## src/rtl/regfile_writeback.sv

```systemverilog
// Register-file write-back arbiter: ALU results take the single write port first,
// load returns wait in an in-order queue and drain on ALU-free cycles.
module regfile_writeback #(
  parameter int DEPTH = 4,
  parameter int AW    = 5,
  parameter int DW    = 32
) (
  input  logic                     clk,
  input  logic                     reset,
  input  logic                     alu_valid,
  input  logic [AW-1:0]            alu_dest,
  input  logic [DW-1:0]            alu_data,
  input  logic                     ld_valid,
  output logic                     ld_ready,
  input  logic [AW-1:0]            ld_dest,
  input  logic [DW-1:0]            ld_data,
  input  logic [AW-1:0]            q_addr,
  output logic                     q_pending,
  output logic [$clog2(DEPTH):0]   ld_count,
  output logic                     RW,
  output logic [AW-1:0]            DA,
  output logic [DW-1:0]            writeData
);

  localparam int PW = $clog2(DEPTH);
  localparam int CW = PW + 1;

  logic [DEPTH-1:0] live_q;
  logic [AW-1:0]    dest_q [DEPTH];
  logic [DW-1:0]    data_q [DEPTH];
  logic [PW-1:0]    head, tail;
  logic [CW-1:0]    count;

  logic alu_wr, pop, push, push_live, head_wr;

  always_comb begin
    alu_wr    = alu_valid && (alu_dest != '0);
    ld_ready  = reset && (count < CW'(DEPTH));
    pop       = !alu_wr && (count != '0);
    head_wr   = pop && live_q[head];
    // r0 loads are accepted but never occupy a slot
    push      = ld_valid && ld_ready && (ld_dest != '0);
    // a same-cycle load to the ALU's register is older, so it arrives already dead
    push_live = !(alu_wr && (alu_dest == ld_dest));
  end

  always_comb begin
    q_pending = 1'b0;
    for (int i = 0; i < DEPTH; i++) begin
      if (live_q[i] && (dest_q[i] == q_addr)) q_pending = 1'b1;
    end
    if (q_addr == '0) q_pending = 1'b0;
  end

  assign ld_count = count;

  always_ff @(posedge clk) begin
    if (push) begin
      dest_q[tail] <= ld_dest;
      data_q[tail] <= ld_data;
    end
  end

  // queue control and registered write port
  always_ff @(posedge clk) begin
    if (!reset) begin
      head      <= '0;
      tail      <= '0;
      count     <= '0;
      live_q    <= '0;
      RW        <= 1'b0;
      DA        <= '0;
      writeData <= '0;
    end else begin
      for (int i = 0; i < DEPTH; i++) begin
        if (alu_wr && (dest_q[i] == alu_dest)) live_q[i] <= 1'b0;
      end
      // popped slots are cleared so live alone marks a stored, pending entry
      if (pop) begin
        live_q[head] <= 1'b0;
        head         <= head + PW'(1);
      end
      if (push) begin
        live_q[tail] <= push_live;
        tail         <= tail + PW'(1);
      end
      count <= count + CW'(push) - CW'(pop);
      RW    <= alu_wr || head_wr;
      if (alu_wr) begin
        DA        <= alu_dest;
        writeData <= alu_data;
      end else if (head_wr) begin
        DA        <= dest_q[head];
        writeData <= data_q[head];
      end
    end
  end

endmodule

```

## config.mk

```make
export PLATFORM = sky130hd
export DESIGN_NAME = regfile_writeback
export DESIGN_NICKNAME = d
export VERILOG_FILES = /design/src/rtl/regfile_writeback.sv
export SDC_FILE = /design/constraint.sdc
export NUM_CORES = 1
export LEC_CHECK = 0
export ABC_AREA = 0
export CAP_MARGIN = 10
export CORE_MARGIN = 10
export CORE_UTILIZATION = 38
export DETAILED_ROUTE_END_ITERATION = 12
export SYNTH_ARGS = -nofsm -noshare
export SYNTH_HDL_FRONTEND = slang
export SYNTH_SLANG_ARGS = --single-unit
```

## constraint.sdc

```tcl
create_clock -name clk -period 7.6 [get_ports clk]
set_input_delay 1.52 -clock clk [delete_from_list [all_inputs] [get_ports clk]]
set_output_delay 1.52 -clock clk [all_outputs]
set_load 0.05 [all_outputs]
```

; ---- Word level (Yosys, flattened, before mapping)
; Memory sizes are Yosys's and may differ from the RTL's. A register that Yosys moved wholly into a read port is not among the register bits.
; Index checks and enable logic that the tools add are counted.
; W data, S select, Z words.
[op_classes]
addsub = 4
n_mul = 0
div = 0
n_lt_le_gt_ge = 5
n_eq_ne = 9
shifts = 0
mux = 33
bitwise_logic = 2
n_reduce_logical = 25
[ops]
columns = cell, n
row1 = $mux W32, 2
row2 = $eq A5 B5 Y1, 9
row3 = $mux W1, 18
row4 = $logic_and A1 B1 Y1, 17
row5 = $mux W4, 3
row6 = $mux W5, 2
row7 = $reduce_bool A5 Y1, 2
row8 = $mux W2, 4
row9 = $lt A2 B3 Y1 const B, 2
row10 = $logic_not A5 Y1, 1
row11 = $add A2 B1 Y2 const B, 2
row12 = $and A4 B4 Y4, 1
row13 = $bwmux W4, 1
row14 = $demux W1 S2, 2
row15 = $ge A2 B1 Y1 const B, 2
row16 = $not A4 Y4, 1
row17 = $add A3 B1 Y3, 1
row18 = $lt A3 B3 Y1 const B, 1
row19 = $reduce_bool A3 Y1, 1
row20 = $sub A3 B1 Y3, 1
row21 = $bmux W1 S2, 1
row22 = $logic_not A1 Y1, 2
row23 = $reduce_bool A2 Y1, 1
row24 = $logic_or A1 B1 Y1, 1
[word_totals]
register_bits = 49
latchBits = 0
ram_bits = 148
mem_bits_ro = 0
inputBits = 83
elab_cells = 87
n_memories = 2
[memory_table]
columns = memory, words, word_bits, rd, rd_ports_with_merged_regs, write_ports, line_no
row1 = data_q, 4, 32, 1, 1, 1, 30  ; logic [DW-1:0] data_q [DEPTH];
row2 = dest_q, 4, 5, 5, 1, 1, 29  ; logic [AW-1:0] dest_q [DEPTH];

; ---- Longest topological paths before layout
[logic_depth]
depth_word = 10
mapped_depth = 11
mapped_depth_nobuf = 9

; ---- Worst setup path after synthesis
; Ideal clock, no wire load.
[synth_timing]
kind = input to register
startpoint = in reset
endpoint = reg count[2] (netlist: ld_count[2])
arrival_ns = 4.211
path_slack_ns = 3.274
path_stages = 11
n_path_buf = 2
path_cell_list = clkbuf_1 -> nor2b_1 -> o311a_1 -> clkbuf_1 -> xor2_1 -> ha_1 -> inv_1 -> fa_1 -> xnor2_1 -> xnor2_1 -> and2_1
[synth_via]
elab_chain_len = 5
[synth_lines]
columns = element, line_no
row1 = start: declaration, 9  ; input logic reset,
row2 = $logic_and A1 B1 Y1, 38  ; ld_ready = reset && (count < CW'(DEPTH));
row3 = via ld_ready, 14  ; output logic ld_ready,
row4 = $logic_and A1 B1 Y1 (2 in a row), 42  ; push = ld_valid && ld_ready && (ld_dest != '0);
row5 = $add A3 B1 Y3, 87  ; count <= count + CW'(push) - CW'(pop);
row6 = $sub A3 B1 Y3, 87
row7 = end signal: assignment, 87
row8 = end: declaration, 32  ; logic [CW-1:0] count;
; The timed path passes the listed nets, and every way through them passes these cells.
; A chain may end at the register's enable or synchronous reset.

; ---- Worst setup path in the final report
[layout_timing]
startpoint = in q_addr[3]
endpoint = out q_pending
[layout_via]
elab_chain_len = 7
elab_cells_between_ends = 14
[layout_lines]
columns = element, line_no
row1 = start: declaration, 17  ; input logic [AW-1:0] q_addr,
row2 = $eq A5 B5 Y1, 50  ; if (live_q[i] && (dest_q[i] == q_addr)) q_pending = 1'b1;
row3 = $logic_and A1 B1 Y1, 50
row4 = $mux W1 (4 in a row), 50
row5 = $mux W1 *, 52  ; if (q_addr == '0) q_pending = 1'b0;
row6 = end: declaration, 18  ; output logic q_pending,
; Mark *: on every way between the ends. The rest lies on a longest branch, timed or not.

==> run metrics <==
Post-CTS Hold Fix Bufs=0; DR DRC count=0; fin crit period=5.345 ns; clock-pin slew on the worst setup and hold paths=0.07 ns; Setup Viol. Count Final=0; Slew @ Worst Pin=1.070 ns; CTS max path bufs=2; crit-path max FO=5; die area=0.02832 sq mm; Async SR Flop Fraction=0%; Max Cap Viol=0; Max Clk Rate=187.1 MHz; slowest CP cell=clkdlybuf4s50_1; post-synthesis cell area=0.008354 sq mm; Num CTS Buffers=17; Initial DRT Pass Iterations=5; worst-path cell chain=clkdlybuf4s50_1 > xor2_1 > nor4_1 > nand3_1 > nand4_1 > o21a_1 > clkdlybuf4s50_1; Final Max Tran Viols=0; RSZ-0062 raised after global routing=no; synthesis-to-finish area growth=24.07%; post-synthesis cell count=517; Post-DRT Antenna Nets=0; CTS tree=yes; Most Frequent Cell on Critical Path=clkdlybuf4s50_1; share of layout cells above drive strength 1=17.78%; mean routed wirelength per cell=21.64 um; Buf+Inv Stages, Crit Path=2; H-tree levels=4; Net Count, Synth=610; initial antenna violation count=0; Finished Cell Area=0.01036 sq mm; first-pass GRT wire length=30.81 mm; Post-synth EDFFs=148; Fin. Hold Viols=0; Slew Limit Headroom=28.66%; Hold WC Path Type=register to register; CP Class=input pin to output pin; M2 GR Usage=24.86%; CP delay by family, top=buffers and inverters; VDD IR max=0.0001297 V; num ports=126; die height=168.3 um; Arr. time, crit path=3.83 ns; post-synthesis cell type count=38; largest net degree at the start of global routing=53; Ys Warns=0; antenna cells=0; Rows=54; Seq cells post-synth=199; DIE WIDTH=168.3 um; TritonCTS Sinks=199; met1 Use GR=16.34%; 1st-iter DRT viols=289; Tcrit/Tclk final=70.34%; post-CTS setup buffers=0; vias per cell=5.172; global-route usage over all layers=14.21%; Post-DP HPWL=12.92 mm; vias in the first global route=5229; startpoint types=input pin; Vias=4763; Initial Utilization=38.40%; commonest non-fill, non-tap cell in the layout=edfxtp_1; Required @ worst endpoint=6.08 ns; total negative slack=0 ns; clock skew=0.01263 ns; global route hottest layer=met2; most frequent cells in the layout=edfxtp_1, clkdlybuf4s50_1, nor2_1, dfxtp_1, mux4_2; Placed Area=0.009768 sq mm; overflow left after global routing=0; PwrDens=267.6 mW/mm^2; crit-path max cell delay=0.80 ns; Post-layout nets=721; status=finished, final reports clean; met3 track demand over resource=3.679%; total wire length=19.94 mm; Post-CTS Resized=0; clk_lat worst skew=0.44 ns; placer's final routability congestion estimate=0.8716; critical path endpoint category=output pin; Primary FF master, synth=edfxtp_1; clock tree root driver cell=clkbuf_16; Avg Cell Area, Syn=16.16 sq um; leakage power=0.003391 uW; # fillers=1891; post-synthesis sequential area ratio=65.42%; core area=0.02176 sq mm; port bufs=125
stage by stage:
stage | hold slack, ns | setup slack (ns) | utilization [%] | instances | power, uW
finish | 0.4815 | 2.255 | 47.64 | 921 | 2774
global route | 0.5117 | 2.124 | 47.64 | 921 | 2894
CTS | 0.4915 | 2.280 | 47.64 | 921 | 2811
detailed placement | 0.4739 | 2.286 | 44.90 | 889 | 1906
global placement | 0.4618 | 2.435 | 44.90 | 889 | 1894
floorplan | 0.4761 | 3.274 | - | 517 | 1712
layout make-up:
cell class / instances / area, sq um / area share (%)
timing repair buffer: 129 / 1276 / 12.31
multi-input combinational: 272 / 2640 / 25.47
tap: 280 / 350.3 / 3.380
sequential: 199 / 5468 / 52.75
inverter: 9 / 33.78 / 0.3259
clock inverter: 15 / 171.4 / 1.654
clock buffer: 17 / 425.4 / 4.104
worst paths after layout:
kind / startpoint / end / slack, ns / cells past startpoint
max reg2reg: head[0] / writeData[5] / 5.06 / 6
max: q_addr[3] / q_pending / 2.25 / 7
min: writeData[24] / writeData[24] / 0.48 / 2
min reg2reg: writeData[24] / writeData[24] / 0.48 / 2
per-layer routing:
layer | vias to the layer above | routed length, um | part of all wire (%)
met3 | 19 | 995 | 5.0
met5 | - | 0 | 0
li1 | 2205 | - | -
met1 | 2418 | 8171 | 41
met2 | 121 | 10510 | 53
met4 | 0 | 256 | 1.3
worst register-to-register path: cells and delay by family, from the launching register on:
family        cells  cell delay (ns)
flops             1             0.42
buf+inv           1             0.39
mux               1             0.58
simple gates      4             1.04
flip-flops by register name (all words and copies together), names as in the netlist, 2 cells and up, named ones only:
| register | flops |
|---|---|
| head | 2 |
| data_q | 128 |
| DA | 5 |
| live_q | 4 |
| tail | 2 |
| writeData | 32 |
| dest_q | 20 |
| ld_count | 3 |
synthesized netlist by cell type, drive strengths merged, types with 8 or more instances:
master    n  share of area, %
nor2     65               2.9
clkbuf   16              0.72
buf      21               1.9
inv       9              0.40
xor2     27               2.8
dfxtp    51                12
o221ai   32               5.6
xnor2    23               2.4
nand3     9              0.54
ha        9               1.3
nor4      8              0.60
edfxtp  148                53
nand2    11              0.58
mux4     38                10
power by group:
group | switching, uW | leakage [uW] | internal [uW]
combinational | 315 | 0.00135 | 260
sequential | 59.3 | 0.00176 | 1240
clock | 411 | 0.000276 | 492
kinds of logic after synthesis:
group                    Yosys count  synth area share (%)
multiplexers                      44                 10.96
AND/OR/NAND/NOR                  116                 6.545
flip-flops                       199                 65.42
XOR/XNOR                          50                 5.242
adder cells (fa/ha/maj)           10                 1.588
AO/OA/AOI/OAI                     52                 7.174
buffers and inverters             46                 3.070
(Power assumes the default switching activity.)
